===== src/rtl/mips_mc_ctrl.sv =====
// Multicycle MIPS controller: Moore FSM sequencing fetch/decode/execute/writeback.
// Define MIPS_MC_CTRL_ORI_EN to add the ori instruction (ORIEXEC/ORIWB states).
module mips_mc_ctrl (
  input  logic       clk,
  input  logic       reset,
  input  logic [5:0] op,
  input  logic [5:0] funct,
  input  logic       zero,
  output logic       memwrite,
  output logic       irwrite,
  output logic       regwrite,
  output logic       pcen,
  output logic       iord,
  output logic       memtoreg,
  output logic       regdst,
  output logic       alusrca,
  output logic [1:0] alusrcb,
  output logic [1:0] pcsrc,
  output logic [2:0] ALUcontrol,
  output logic       zeroimm,
  output logic       illegal
);
  localparam logic [5:0] OP_LW = 6'b100011, OP_SW = 6'b101011, OP_R = 6'b000000,
                         OP_BEQ = 6'b000100, OP_ADDI = 6'b001000, OP_J = 6'b000010,
                         OP_ORI = 6'b001101;

  typedef enum logic [3:0] {
    FETCH, DECODE, MEMADR, MEMRD, MEMWB, MEMWR, EXECUTE, ALUWB,
    BRANCH, ADDIEXEC, ADDIWB, JUMP
`ifdef MIPS_MC_CTRL_ORI_EN
    , ORIEXEC, ORIWB
`endif
  } state_t;

  state_t state;
  logic   funct_ok, op_ok, pcwrite, branch;

  always_comb begin
    funct_ok = (funct == 6'b100000) || (funct == 6'b100010) || (funct == 6'b100100) ||
               (funct == 6'b100101) || (funct == 6'b101010);
    op_ok    = (op == OP_LW) || (op == OP_SW) || (op == OP_BEQ) || (op == OP_ADDI) ||
               (op == OP_J) || ((op == OP_R) && funct_ok);
`ifdef MIPS_MC_CTRL_ORI_EN
    if (op == OP_ORI) op_ok = 1'b1;
`endif
  end

  always_ff @(posedge clk or posedge reset) begin
    if (reset) state <= FETCH;
    else begin
      case (state)
        FETCH:    state <= DECODE;
        DECODE: begin
          case (op)
            OP_LW, OP_SW: state <= MEMADR;
            OP_R:         state <= funct_ok ? EXECUTE : FETCH;
            OP_BEQ:       state <= BRANCH;
            OP_ADDI:      state <= ADDIEXEC;
            OP_J:         state <= JUMP;
`ifdef MIPS_MC_CTRL_ORI_EN
            OP_ORI:       state <= ORIEXEC;
`endif
            default:      state <= FETCH;
          endcase
        end
        MEMADR:   state <= (op == OP_LW) ? MEMRD : MEMWR;
        MEMRD:    state <= MEMWB;
        EXECUTE:  state <= ALUWB;
        ADDIEXEC: state <= ADDIWB;
`ifdef MIPS_MC_CTRL_ORI_EN
        ORIEXEC:  state <= ORIWB;
`endif
        default:  state <= FETCH;
      endcase
    end
  end

  always_comb begin
    memwrite = 1'b0; irwrite = 1'b0; regwrite = 1'b0; iord = 1'b0;
    memtoreg = 1'b0; regdst = 1'b0; alusrca = 1'b0; alusrcb = 2'b00;
    pcsrc = 2'b00; ALUcontrol = 3'b010; zeroimm = 1'b0; illegal = 1'b0;
    pcwrite = 1'b0; branch = 1'b0;
    case (state)
      FETCH:    begin irwrite = 1'b1; alusrcb = 2'b01; pcwrite = 1'b1; end
      DECODE:   begin alusrcb = 2'b11; illegal = ~op_ok; end
      MEMADR:   begin alusrca = 1'b1; alusrcb = 2'b10; end
      MEMRD:    iord = 1'b1;
      MEMWB:    begin regwrite = 1'b1; memtoreg = 1'b1; end
      MEMWR:    begin iord = 1'b1; memwrite = 1'b1; end
      EXECUTE: begin
        alusrca = 1'b1;
        case (funct)
          6'b100010: ALUcontrol = 3'b110;
          6'b100100: ALUcontrol = 3'b001;
          6'b100101: ALUcontrol = 3'b000;
          6'b101010: ALUcontrol = 3'b111;
          default:   ALUcontrol = 3'b010;
        endcase
      end
      ALUWB:    begin regwrite = 1'b1; regdst = 1'b1; end
      BRANCH:   begin alusrca = 1'b1; ALUcontrol = 3'b110; branch = 1'b1; pcsrc = 2'b01; end
      ADDIEXEC: begin alusrca = 1'b1; alusrcb = 2'b10; end
      ADDIWB:   regwrite = 1'b1;
      JUMP:     begin pcsrc = 2'b10; pcwrite = 1'b1; end
`ifdef MIPS_MC_CTRL_ORI_EN
      ORIEXEC:  begin alusrca = 1'b1; alusrcb = 2'b10; zeroimm = 1'b1; ALUcontrol = 3'b000; end
      ORIWB:    regwrite = 1'b1;
`endif
      default:  ;
    endcase
    pcen = pcwrite | (branch & zero);
    // Reset kills every write strobe at once, not just at the next edge.
    if (reset) begin
      memwrite = 1'b0; irwrite = 1'b0; regwrite = 1'b0; pcen = 1'b0; illegal = 1'b0;
    end
  end
endmodule


===== config.mk =====
export PLATFORM = sky130hd
export DESIGN_NAME = mips_mc_ctrl
export DESIGN_NICKNAME = d
export VERILOG_FILES = /design/src/rtl/mips_mc_ctrl.sv
export SDC_FILE = /design/constraint.sdc
export NUM_CORES = 1
export LEC_CHECK = 0
export CAP_MARGIN = 10
export CELL_PAD_IN_SITES_DETAIL_PLACEMENT = 1
export CELL_PAD_IN_SITES_GLOBAL_PLACEMENT = 2
export CORE_MARGIN = 5
export CORE_UTILIZATION = 32
export CTS_CLUSTER_DIAMETER = 30
export DETAILED_ROUTE_END_ITERATION = 7
export DONT_BUFFER_PORTS = 1
export PLACE_DENSITY_LB_ADDON = 0.25
export SLEW_MARGIN = 20
export SYNTH_ARGS = -nofsm -noshare
export SYNTH_HDL_FRONTEND = slang
export SYNTH_SLANG_ARGS = --single-unit

===== constraint.sdc =====
create_clock -name clk -period 1.7 [get_ports clk]
set_input_delay 0.17 -clock clk [delete_from_list [all_inputs] [get_ports clk]]
set_output_delay 0.17 -clock clk [all_outputs]
set_load 0.01 [all_outputs]

Yosys cells after proc, flatten, opt, wreduce, memory -nomap -nowiden. Cells that the tools add are included.

Input port bits: 15. Word-level logic and storage cells: 66. Output and inout bits: 17. Register bits: 4.

Reduce and logical (&&, ||, !) cells: 18. Eq/ne operators: 21. Mux-type cells: 23. Bitwise gates (word level): 3.

Operator list (number): $eq A6 B6 Y1 const B (7); $pmux W4 S6 (1); $pmux W4 S5 (1); $eq A4 B3 Y1 const B (4); $eq A4 B4 Y1 const B (4); $mux W1 (15); $pmux W3 S4 (1); $logic_or A1 B1 Y1 (9); $eq A4 B2 Y1 const B (2); $reduce_or A2 Y1 (4); $eq A6 B2 Y1 const B (1); $eq A6 B3 Y1 const B (1); $eq A6 B4 Y1 const B (1); $logic_not A6 Y1 (1); $mux W3 (2); $pmux W2 S3 (1); $pmux W3 S2 (1); $eq A4 B1 Y1 const B (1); $logic_not A4 Y1 (1); $pmux W2 S2 (1); $reduce_or A4 Y1 (1); $reduce_or A3 Y1 (1); $and A1 B1 Y1 (1); $logic_and A1 B1 Y1 (1); other kinds (2) (2).

Depth between registers and ports, before layout.
Depth after elaboration: 10. Mapped depth: 5.

Least setup slack after synthesis. No wires, ideal clock.

Path type: register to output. From: reg state[3]. To: out regwrite. Cell stages (with the launch flop): 6. Arrival time: 1187 ps. Slack: 343 ps. Buffers on the path: 1. Cell sequence: dfrtp_1 buf_2 nand2b_1 nor2_1 a21oi_1 nor2_1.

Cells in the longest elaborated chain, start to end: 4. Elaborated cells on any way between the ends: 6.

RTL lines: start, declared (RTL line 35) `state_t state;`; start signal, assigned (RTL line 56) `OP_R: state <= funct_ok ? EXECUTE : FETCH;`; start signal, assigned (RTL line 66) `MEMADR: state <= (op == OP_LW) ? MEMRD : MEMWR;`; $eq A4 B3 Y1 or $eq A4 B4 Y1 (tied branches) (RTL line 83) `case (state)`; $reduce_or A3 Y1 (no source line) *; $mux W1 * (RTL line 83); $mux W1 * (RTL line 113) `if (reset) begin`; end, declared (RTL line 11) `output logic regwrite,`.

Every way passes the cells marked *; elsewhere a longest branch is shown, timed or not.

Worst setup path after layout.
From: reg state[0]. To: out irwrite.

Cells in the longest elaborated chain, start to end: 3.

RTL lines: $logic_not A4 Y1 (RTL line 83); $mux W1 (RTL line 83); $mux W1 (RTL line 113); end, declared (RTL line 10) `output logic irwrite,`.

Every way passes these cells.

==> summary.md <==
| Metric | Value |
|---|---|
| First-pass GRT wire length | 2990 microns |
| Worst hold path type | in -> reg |
| Post-route cell area | approximately 670 sq um |
| Pwr per Cell Area | around 1000 mW/mm^2 |
| Antenna violations before repair | 0 |
| CP Launch Type | flip-flop |
| Die Height | between 50 and 60 microns |
| Crit Path Class | reg -> out |
| Largest net degree at the start of global routing | 12 |
| GRT Util Overall | 15.1% |
| Via/cell ratio | 5.94 |
| Area of the mapped netlist | 562 sq um |
| Crit path buf inv count | 0 |
| Number of flip-flops in the largest register | 4 |
| Final worst path period need | 1.62 ns |
| Clock tree buffer depth | 2 |
| Post-DP HPWL | ~1400 microns |
| Syn-to-layout area delta | 19.6% |
| RSZ-0062 raised after global routing | false |
| CP Data Required Time | 1.53 ns |
| CP cell instances | or4_1 > nor2_2 |
| GRT Max-Usage Layer | met2 |
| Worst Setup End Kind | primary output |
| Most frequent cells in the layout | buf_4 (11), nor2_1 (6), nor3_1 (5) |
| Starting density of the core | between 30% and 40% |
| Sequential element share of the synthesized area | 17.8% |
| Grt met2 use | 26.4% |
| Finished Core Util | 39.8% |
| Die area | 0.00269 sq mm |
| CTS tree | built |
| Status | completed |
| Number of flops mapped to enable cells by yosys | 0 |
| M3 GR Usage | 4.30% |
| Crit path largest cell delay | 0.57 ns |
| Cells after Synth | 74 |
| H-tree Lvls | 1 |
| PortBufs | 0 |
| Total wire length | roughly 1800 microns |
| Clk_lat worst skew | 0.24 ns |
| Commonest non-fill, non-tap cell in the layout | buf_4 |
| Yosys cell types | 36 |
| Max-cap viol count | 0 |
| Worst IR Drop VDD | 279 uV |
| Pre-CTS setup slack | 0.158 ns |
| Ys Warns | 0 |
| Vias in the first global route | 659 |
| Avg WL per Cell | about 18 microns |
| Pre-Repair DR Iteration Count | 4 |
| Final setup viols | 0 |
| ANT cells | 0 |
| Crit Path Max Fanout | 11 |
| Core footprint | 0.00169 sq mm |
| Area of placed instances | between 500 and 600 sq um |
| Top Registers | state x4 |
| Synth Flop Type | dfrtp_1 |
| Mapped Nets | 89 |
| # clock sinks | 4 |
| NumNets Final | 101 |
| GP Congestion | ~0.78 |
| Critical-path top delay cell | or4_1 |
| Setup TNS Final | 0 ns |
| Global route overflow | 0 |
| # IOs | 32 |
| Fin. max-slew vios | 0 |
| Worst Skew | slightly above 0.01 ns |
| Syn Area/Cell | 7.59 sq um |
| Fmax | 619 MHz |
| DRC | 0 |
| Arr. time, crit path | roughly 1.5 ns |
| CTS Buf Count | 3 |
| FFs w/ async S/R, synth | 100% |
| Top Family by Delay on Critical Path | simple AND/OR/NAND/NOR gates |
| DRT iter0 DRCs | 4 |
| Rows | 15 |
| GR Util met1 | 16.3% |
| Leak pwr | approximately 0.26 nW |
| Synth Register Bits | 4 |
| Share of layout cells above drive strength 1 | 31.0% |
| Largest Register | state |
| Final worst slack | 0.0842 ns |
| Clock transition at path regs | 0.04 ns |
| Final Hold Viols | 0 |
| Antenna viol nets, final | 0 |
| Via count | 600 |
| Final worst-path cycle share | 95.0% |
| Clock root buffer | clkbuf_4 |
| DIE WIDTH | 51.9 microns |
| # fillers | 214 |
| Worst hold margin | between 0.15 and 0.2 ns |
## layer usage
| metal | part of all wire, % | wire, microns |
|---|---|---|
| met1 | 42 | 773 |
| met2 | 50 | 907 |
| met3 | 6.5 | 119 |
| met4 | 1.0 | 19 |
| met5 | 0 | 0 |
## synth_stat cells, types with 2 or more instances
library cell | count | area [sq um]
nor3_1 | 6 | 30.0
nand3_1 | 4 | 20.0
buf_2 | 2 | 10.0
buf_6 | 2 | 22.5
nand2_1 | 3 | 11.3
nor4_1 | 3 | 18.8
dfrtp_1 | 4 | 100
o21ai_0 | 4 | 20.0
nor2_1 | 8 | 30.0
o211ai_1 | 4 | 30.0
nand2b_1 | 2 | 12.5
a31o_1 | 2 | 17.5
a211oi_1 | 2 | 15.0
and3_1 | 2 | 12.5
a21oi_1 | 2 | 10.0
inv_1 | 4 | 15.0
## cell type report
class	count	area, sq um	share of cell area, %
Inverter	5	18.8	2.79
Clock buffer	3	22.5	3.35
Multi-Input combinational cell	60	413	61.5
Sequential cell	4	104	15.5
Timing Repair Buffer	12	92.6	13.8
Tap cell	17	21.3	3.17
## repair_timing
item | 4_1_cts | 5_1_grt
setup endpoints to repair | 4 | 3
gates resized for setup | 3 | 3
endpoints found under the hold margin | 4 | 0
setup buffers | 4 | 0
hold buffers | 1 | 0
## power breakdown
part	switching, mW	internal [mW]
clock	0.0421	0.0792
combinational	0.201	0.151
sequential	0.0589	0.120
## worst reg2reg max path, cell delays in order (launching register included)
cell and delay [ns]:
dfrtp_1 0.42, buf_4 0.19, and2_1 0.16, a2111oi_1 0.42
a31o_1 0.16
## path summary, 6_finish.rpt
path / startpoint / to / slack (ns) / cells after the start
worst max-delay path: state[0] / irwrite / 0.08 / 2
worst min-delay path: op[5] / state[0] / 0.15 / 3
worst max register to register: state[2] / state[2] / 0.28 / 4
worst min register to register: state[3] / state[0] / 0.60 / 2
max in group asynchronous: reset / state[1] / 1.25 / 2
min in group asynchronous: reset / state[0] / 0.28 / 2
## cells by family after synthesis
group	Yosys count	share of synthesized area, %
and+or+nand+nor	36	38.8
AOI/OAI and AO/OA	20	27.4
buffers and inverters	10	10.5
DFF	4	17.8
xor gates and xnor gates	2	3.12
muxes	1	1.78
other	1	0.668
## through the flow
stage,power (mW),cells
3_5_place_dp,0.503,93
3_3_place_gp,0.494,93
2_1_floorplan,0.447,74
6_report,0.653,101
5_1_grt,0.708,101
4_1_cts,0.655,101
Note: power is estimated with default switching activity, not from simulation.
